[src/rtl/bitsim_pkg.sv]
// Shared types for the bit-serial PE index path: mask/index widths and rebuilder states.
package bitsim_pkg;

  localparam int MASK_W = 16;
  localparam int IDX_W  = 4;

  typedef enum logic [1:0] {
    IDLE  = 2'd0,
    ACCUM = 2'd1,
    HOLD  = 2'd2
  } rebuild_state_t;

  typedef logic [MASK_W-1:0] mask_t;
  typedef logic [IDX_W-1:0]  idx_t;

endpackage

[src/rtl/bitmask_rebuilder_pdecoder.sv]
// pdecoder_4to16: index-to-onehot decoder, MSB-first (idx 0 -> bit WIDTH-1), inverse of the priority encoder.
module pdecoder_4to16 #(
  parameter  int WIDTH = 16,
  localparam int IDX_W = $clog2(WIDTH)
) (
  input  logic [IDX_W-1:0] idx,
  output logic [WIDTH-1:0] onehot
);

  localparam logic [IDX_W-1:0] MAX_IDX = IDX_W'(WIDTH - 1);

  logic [IDX_W-1:0] bit_sel_s;

  assign bit_sel_s = MAX_IDX - idx;

  // Single set bit at the mirrored position.
  always_comb begin
    onehot            = '0;
    onehot[bit_sel_s] = 1'b1;
  end

endmodule

[src/rtl/bitmask_rebuilder.sv]
// bitmask_rebuilder: rebuilds a bitmask and its popcount from an MSB-first index stream.
// Optional index-ordering check and out_err reporting: define BITMASK_REBUILDER_ORDER_CHECK_EN.
module bitmask_rebuilder #(
  parameter  int WIDTH = 16,
  localparam int IDX_W = $clog2(WIDTH)
) (
  input  logic             clk,
  input  logic             rst_n,
  input  logic             in_valid,
  output logic             in_ready,
  input  logic [IDX_W-1:0] in_idx,
  input  logic             in_zero,
  input  logic             in_last,
  output logic             out_valid,
  input  logic             out_ready,
  output logic [WIDTH-1:0] out_mask,
  output logic [IDX_W:0]   out_count,
  output logic             out_err
);

  import bitsim_pkg::*;

  localparam int CNT_W = IDX_W + 1;

  rebuild_state_t   state_q, state_d;
  logic [WIDTH-1:0] acc_mask_q, acc_mask_d;
  logic [CNT_W-1:0] acc_count_q, acc_count_d;
  logic             err_acc_q, err_acc_d;
  logic             in_ready_q, in_ready_d;
  logic             out_valid_q, out_valid_d;
  logic [WIDTH-1:0] out_mask_q, out_mask_d;
  logic [CNT_W-1:0] out_count_q, out_count_d;
  logic             out_err_q, out_err_d;

  logic [WIDTH-1:0] dec_onehot_s;
  logic             beat_s;
  logic             zero_bad_s;
  logic             err_beat_s;
  logic [WIDTH-1:0] base_mask_s;
  logic [CNT_W-1:0] base_count_s;
  logic             base_err_s;
  logic [WIDTH-1:0] new_mask_s;
  logic [CNT_W-1:0] new_count_s;
  logic             new_err_s;

  pdecoder_4to16 #(.WIDTH(WIDTH)) u_dec (
    .idx    (in_idx),
    .onehot (dec_onehot_s)
  );

  assign beat_s = in_valid && in_ready_q;
  // Only a lone first-and-last beat may carry in_zero; any other zero beat is ignored.
  assign zero_bad_s = in_zero && !((state_q == IDLE) && in_last);

`ifdef BITMASK_REBUILDER_ORDER_CHECK_EN
  logic [IDX_W-1:0] last_idx_q, last_idx_d;
  logic             order_bad_s;

  // acc_count_q != 0 means an earlier index of this mask exists to compare against.
  assign order_bad_s = !in_zero && (state_q == ACCUM) && (acc_count_q != '0) &&
                       (in_idx <= last_idx_q);
  assign err_beat_s  = order_bad_s || zero_bad_s;

  // Remember the most recent real index of the mask being built.
  always_comb begin
    last_idx_d = last_idx_q;
    if (beat_s && !in_zero && (state_q != HOLD)) begin
      last_idx_d = in_idx;
    end else begin
      last_idx_d = last_idx_q;
    end
  end

  // Last-index register.
  always_ff @(posedge clk or negedge rst_n) begin
    if (!rst_n) begin
      last_idx_q <= '0;
    end else begin
      last_idx_q <= last_idx_d;
    end
  end
`else
  assign err_beat_s = 1'b0;
`endif

  // Merge the current beat into a fresh or ongoing accumulation.
  always_comb begin
    base_mask_s  = (state_q == IDLE) ? '0   : acc_mask_q;
    base_count_s = (state_q == IDLE) ? '0   : acc_count_q;
    base_err_s   = (state_q == IDLE) ? 1'b0 : err_acc_q;
    if (in_zero) begin
      new_mask_s  = base_mask_s;
      new_count_s = base_count_s;
    end else begin
      new_mask_s  = base_mask_s | dec_onehot_s;
      new_count_s = base_count_s + CNT_W'(((base_mask_s & dec_onehot_s) == '0) ? 1'b1 : 1'b0);
    end
    new_err_s = base_err_s | err_beat_s;
  end

  // Next-state logic for the accumulate / hold sequence.
  always_comb begin
    state_d     = state_q;
    acc_mask_d  = acc_mask_q;
    acc_count_d = acc_count_q;
    err_acc_d   = err_acc_q;
    out_valid_d = out_valid_q;
    out_mask_d  = out_mask_q;
    out_count_d = out_count_q;
    out_err_d   = out_err_q;
    case (state_q)
      IDLE, ACCUM: begin
        if (beat_s) begin
          acc_mask_d  = new_mask_s;
          acc_count_d = new_count_s;
          err_acc_d   = new_err_s;
          if (in_last) begin
            state_d     = HOLD;
            out_valid_d = 1'b1;
            out_mask_d  = new_mask_s;
            out_count_d = new_count_s;
            out_err_d   = new_err_s;
          end else begin
            state_d = ACCUM;
          end
        end else begin
          state_d = state_q;
        end
      end
      HOLD: begin
        if (out_ready) begin
          state_d     = IDLE;
          out_valid_d = 1'b0;
          acc_mask_d  = '0;
          acc_count_d = '0;
          err_acc_d   = 1'b0;
        end else begin
          state_d = HOLD;
        end
      end
      default: begin
        state_d     = IDLE;
        out_valid_d = 1'b0;
        acc_mask_d  = '0;
        acc_count_d = '0;
        err_acc_d   = 1'b0;
      end
    endcase
    in_ready_d = (state_d != HOLD);
  end

  // State, accumulator and output registers.
  always_ff @(posedge clk or negedge rst_n) begin
    if (!rst_n) begin
      state_q     <= IDLE;
      acc_mask_q  <= '0;
      acc_count_q <= '0;
      err_acc_q   <= 1'b0;
      in_ready_q  <= 1'b0;
      out_valid_q <= 1'b0;
      out_mask_q  <= '0;
      out_count_q <= '0;
      out_err_q   <= 1'b0;
    end else begin
      state_q     <= state_d;
      acc_mask_q  <= acc_mask_d;
      acc_count_q <= acc_count_d;
      err_acc_q   <= err_acc_d;
      in_ready_q  <= in_ready_d;
      out_valid_q <= out_valid_d;
      out_mask_q  <= out_mask_d;
      out_count_q <= out_count_d;
      out_err_q   <= out_err_d;
    end
  end

  assign in_ready  = in_ready_q;
  assign out_valid = out_valid_q;
  assign out_mask  = out_mask_q;
  assign out_count = out_count_q;
  assign out_err   = out_err_q;

endmodule

[config.mk]
export PLATFORM = sky130hd
export DESIGN_NAME = bitmask_rebuilder
export DESIGN_NICKNAME = d
export VERILOG_FILES = /design/src/rtl/bitsim_pkg.sv /design/src/rtl/bitmask_rebuilder_pdecoder.sv /design/src/rtl/bitmask_rebuilder.sv
export SDC_FILE = /design/constraint.sdc
export NUM_CORES = 1
export LEC_CHECK = 0
export CAP_MARGIN = 20
export CORE_MARGIN = 2
export CORE_UTILIZATION = 50
export DETAILED_ROUTE_END_ITERATION = 6
export PLACE_DENSITY_LB_ADDON = 0.2
export RECOVER_POWER = 50
export REMOVE_ABC_BUFFERS = 1
export SLEW_MARGIN = 30
export SYNTH_ARGS = -nofsm -noshare
export SYNTH_HDL_FRONTEND = slang
export SYNTH_SLANG_ARGS = --single-unit
[constraint.sdc]
create_clock -name clk -period 2.3 [get_ports clk]
set_input_delay 0.46 -clock clk [delete_from_list [all_inputs] [get_ports clk]]
set_output_delay 0.46 -clock clk [all_outputs]
set_load 0.02 [all_outputs]
* Word-level counts from Yosys, hierarchy flattened
Cells that the tools add are included.
Cells by class: $add $sub $neg 2, order comparisons 2, eq/ne operators 6, mux-type cells 24, bitwise gates (word level) 2, reduce and logical (&&, ||, !) cells 8
Operators by type and width (number):
- 2-to-1 mux 16 bit | 4
- case mux 16 bit (2 select lines) | 1
- 2-to-1 mux 5 bit | 4
- bitwise AND 16 bit | 1
- logical NOT 16 bit | 1
- bitwise OR 16 bit | 1
- case mux 5 bit (2 select lines) | 1
- != test 2 bit (second input constant) | 4
- 2-to-1 mux 1 bit | 7
- 2-to-1 mux 2 bit | 3
- AND reduction 3 bit | 2
- adder 5 x 1 -> 5 bit | 1
- < comparator 4 x 5 -> 1 bit (second input constant) | 1
- demux 1 bit (select 4 bit) | 1
- greater-or-equal comparator 4 x 1 -> 1 bit (second input constant) | 1
- case mux 1 bit (2 select lines) | 2
- case mux 2 bit (2 select lines) | 1
- subtractor 4 bit (first input constant) | 1
- == test 2 x 1 -> 1 bit (second input constant) | 1
- == test 2 bit (second input constant) | 1
- logical AND 1 bit | 2
- logical NOT 2 bit | 1
- AND reduction 2 bit | 1
- OR reduction 2 bit | 1
Word-level totals: register bits after elaboration 48, input port bits 10, output and inout port bits 24, logic and storage cells 53

* Longest topological paths before layout
word-level depth 12, depth in mapped cells 11

* Modules after synthesis
A second synthesis with hierarchy kept.
Second synthesis, totals: cell total of the unflattened synthesis 227, area total of the unflattened synthesis 2376.0 um^2
By module, submodules not included:
- bitmask_rebuilder | instances 1, cells each 207, area each 2149.6 um^2
- pdecoder_4to16 | instances 1, cells each 20, area each 226.5 um^2

* Least setup slack after synthesis
No wires, ideal clock.
kind input -> register, from in in_idx[2], to reg out_count_q[4] (netlist: out_count[4]), setup time 0.125 ns, data arrival time 2.399 ns, data required time 2.175 ns, slack -0.224 ns, stages 11, path buffers 2, cells stage by stage buf_2 > clkbuf_1 > or2_2 > a221oi_1 > o31ai_1 > ha_1 > ha_1 > nand4b_1 > xor2_1 > nor2_1 > mux2_2
On the way: longest elaborated chain between the ends 10, elaborated cells between the ends (all ways) 11, those cells by class add/sub: 2; order compare: 2; mux: 4; bitwise: 1; reduce/logical: 2
RTL lines:
- from (decl) | RTL line bitmask_rebuilder.sv:11 | input logic [IDX_W-1:0] in_idx,
- subtractor 4 bit (*) | RTL line bitmask_rebuilder_pdecoder.sv:14 | assign bit_sel_s = MAX_IDX - idx;
- < comparator 4 x 5 -> 1 bit (not written as such) / greater-or-equal comparator 4 x 1 -> 1 bit (equally long branches) | RTL line bitmask_rebuilder_pdecoder.sv:19 | onehot[bit_sel_s] = 1'b1;
- logical AND 1 bit (not written as such) | RTL line bitmask_rebuilder_pdecoder.sv:19
- 2-to-1 mux 1 bit (not written as such) | RTL line bitmask_rebuilder_pdecoder.sv:19
- demux 1 bit (select 4 bit) (*)
- bitwise AND 16 bit (*) | RTL line bitmask_rebuilder.sv:96 | new_count_s = base_count_s + CNT_W'(((base_mask_s & dec_onehot_s) == '0) ? 1'b1 : 1'b0);
- logical NOT 16 bit (*) | RTL line bitmask_rebuilder.sv:96
- 2-to-1 mux 1 bit (*) | RTL line bitmask_rebuilder.sv:96
- adder 5 x 1 -> 5 bit (*) | RTL line bitmask_rebuilder.sv:96
- 2-to-1 mux 5 bit (*) | RTL line bitmask_rebuilder.sv:91 | if (in_zero) begin
- to (signal assigned) | RTL line bitmask_rebuilder.sv:172 | out_count_q <= out_count_d;
- to (decl) | RTL line bitmask_rebuilder.sv:32 | logic [CNT_W-1:0] out_count_q, out_count_d;
Every way passes the cells marked *; elsewhere a longest branch is shown, timed or not. A chain may end at the register's enable or synchronous reset.

* Final worst setup path
Ends and elaborated chain as after synthesis.

==> metrics.yaml <==
run_status:
  status: "finished, violations left"
  violations: "setup timing"
timing:
  hold_viol_final: 0
  maxSlewViolCount: 0
  fin_skew_ns: 0.01418
  layout_min_cycle_time_ns: 2.323
  post-route-period-util_pct: 101.0
  holdWs_ns: 0.2680
  relSlewSlack_pct: 24.35
  tightestPinTransition_ns: 1.135
  rsz0062_at_grt: "true"
  worst_slack_ns: -0.02333
  timing.fmax_mhz: 430.4
  setup-violations-final: 1
placed_design:
  dp_hpwl_um: 3726
  place_ws_ns: -0.7607
  gp_congestion: 0.8485
  numPortBuffers: 33
  dpl.cell_count: 305
logic_synthesis:
  yosysWarnings: 0
  async_flop_share_pct: 100.0
  synth-seq-cells: 48
  synth_top_flop_cell: "dfrtp_1"
  synth_area_per_cell_um2: 10.92
  ys_types: 41
  synth_seq_area_share_pct: 52.40
  synth_edf_count: 0
  synthesis.area_um2: 2292
  syn-instance-count: 210
drt:
  drc: 0
  drt_iter0_drc: 155
  routed_wl_um: 5520
  drt_pre_antenna_iters: 4
  wl_per_cell_um: 17.25
  drt.antenna.violating_nets: 0
  via_count: 1907
  avgViaCountPerCell: 5.959
floorplanning:
  ios: 34
  fp.dieW_um: 71.71
  fp.dieH_um: 71.71
  dieArea_um2: 5142
  core_area_um2: 4384
  rows: 24
  floorplan.initialDensity_pct: 52.28
power:
  p_total_w: 0.001991
  p_per_area_nw_per_um2: 660.9
  leakage_nw: 1.348
  ir_drop_v: 0.0004221
flow_run:
  max_cap_violations: 0
critical_path:
  end_kind: "flop"
  r2r-end: "out_count[4]"
  ff2ff_path_depth: 10
  cp_max_fo: 7
  crit_required_ns: 2.48
  startpoint_type: "input pin"
  worstPathArrival_ns: 2.51
  startpoint: "in_idx[2]"
  endpoint: "out_count[4]"
  r2r_setup_slack_ns: -0.02
  rr_startpoint: "acc_mask_q[8]"
  crit_type: "in -> reg"
cts:
  clockBufferDepth: 2
  numClockSinks: 48
  numCtsBuffers: 5
  ctsHoldBuffers: 0
  htreeDepth: 2
  cts-root-buf: "clkbuf_8"
  cts_tree: "built"
  clkTransAtPathRegs_ns: 0.09
  clock_latency_ns: 0.30
layout:
  final_cells: 320
  multi_input_area_um2: 1045
  num-fill-cells: 357
  antenna_cells: 0
  syn2layout_area_growth_pct: 31.44
  final_nets: 279
  drive_above_1_share_pct: 24.25
  seq_area_um2: 1201
global_route:
  overflow: 0
  grt_pass1_vias: 1912
  grt_usage_pct: 23.64
  grt_antenna_before_repair: 0
  grt_pass1_wl_um: 9453
  grt_start_max_net_pins: 39
worst_hold_path:
  hold_class: "in -> async"
## how the worst min path moves through the flow
stage / start / endpoint / slack [ns]
final: rst_n / out_mask[11] / 0.27
after global routing: rst_n / out_mask[11] / 0.34
after CTS: rst_n / out_mask[11] / 0.30
after detailed placement: out_mask[15] / out_mask[15] / 0.47
after global placement: out_mask[13] / out_mask[13] / 0.46
after floorplan: rst_n / acc_count_q[0] / 0.16
## cell type report
type                       count  share of cell area, %
sequential                    48                  39.87
multi-input combinational    143                  34.68
timing repair buffer          67                  20.06
clock buffer                   8                  2.990
tap                           52                  2.159
inverter                       2                 0.2492
## report_power, final
group          internal, W  switching, W  leakage, nW
clock             0.000246      0.000272       0.0455
sequential        0.000910     0.0000405        0.656
combinational     0.000227      0.000296        0.647
total              0.00138      0.000608         1.35
## cell usage after synthesis (2+ instances only)
cell,n,share of area [%]
a21oi_1,3,0.65
a22o_1,21,8.0
a22oi_1,13,4.3
a32oi_1,4,1.5
and2_1,6,1.6
buf_2,11,2.4
buf_6,2,0.98
clkbuf_1,3,0.49
dfrtp_1,48,52
ha_1,2,1.1
inv_1,2,0.33
mux2_2,4,2.0
mux2i_1,5,2.2
nand2_1,25,4.1
nand4b_1,2,0.76
nor2_1,9,1.5
nor2b_1,2,0.55
nor3_1,2,0.44
nor3b_2,2,1.1
o21ai_0,20,4.4
o31ai_1,2,0.65
or2_2,2,0.55
xor2_1,2,0.76
## metrics by stage
stage | utilization, % | TNS, ns | instance area (um^2)
after global routing | 68.72 | -0.1738 | 3013
after global placement | 63.73 | -4.953 | 2794
after CTS | 68.44 | 0 | 3000
final | 68.72 | -0.02333 | 3013
after floorplan | - | 0 | 2188
after detailed placement | 63.73 | -5.396 | 2794
## registers in the layout, summed over array words and instances, names as in the netlist
register,flops
out_valid,1
in_ready,1
state_q,2
out_mask,16
acc_count_q,5
out_err,1
acc_mask_q,16
out_count,5
err_acc_q,1
## critical path, cell delays in order
cell and delay (ns):
buf_6 0.11, buf_12 0.13, mux2i_1 0.11, mux4_2 0.47
nor2_2 0.15, o31ai_2 0.09, ha_2 0.22, ha_4 0.16
nand4b_1 0.11, xor2_1 0.16, nor2_1 0.08, mux2_4 0.26
## kinds of logic (layout without fill, tap and decap cells)
kind of cell / after synthesis / count (layout) / synth area share [%]
and+or+nand+nor: 58 / 58 / 13.48
muxes: 11 / 11 / 5.622
adders and majority gates: 2 / 2 / 1.092
AOI/OAI and AO/OA: 69 / 69 / 21.40
DFF: 48 / 48 / 52.40
xor gates and xnor gates: 3 / 3 / 1.146
buffers and inverters: 19 / 77 / 4.858
## placed cells by master, fill, tap and decap left out, drive strengths merged, types with 3 or more instances in the layout
cell type | synthesis | layout
a22oi | 13 | 13
buf | 14 | 34
and2 | 6 | 6
clkbuf | 3 | 11
dlygate4sd3 | 0 | 7
nor2 | 9 | 9
mux2i | 5 | 5
mux2 | 5 | 5
a22o | 21 | 21
clkdlybuf4s50 | 0 | 21
dfrtp | 48 | 48
nand2 | 25 | 25
a32oi | 4 | 4
nor3b | 3 | 3
nor3 | 3 | 3
or2 | 3 | 3
o21ai | 21 | 21
a21oi | 3 | 3
## routing by layer
layer | GRT usage, % | wire length, um | vias to the layer above
met1 | 32.78 | 2402 | 946
met5 | 0 | 0 | -
met4 | 8.176 | 100 | 0
li1 | - | - | 888
met3 | 4.923 | 258 | 11
met2 | 37.14 | 2758 | 62
## repair_timing
item                                    4_1_cts  5_1_grt
resized for setup                            31        3
endpoints found under the setup margin        9        3
cloned                                        1        0
setup buffers                                 4        1
pin swaps                                    10        3
Note: power is estimated with default switching activity, not from simulation.
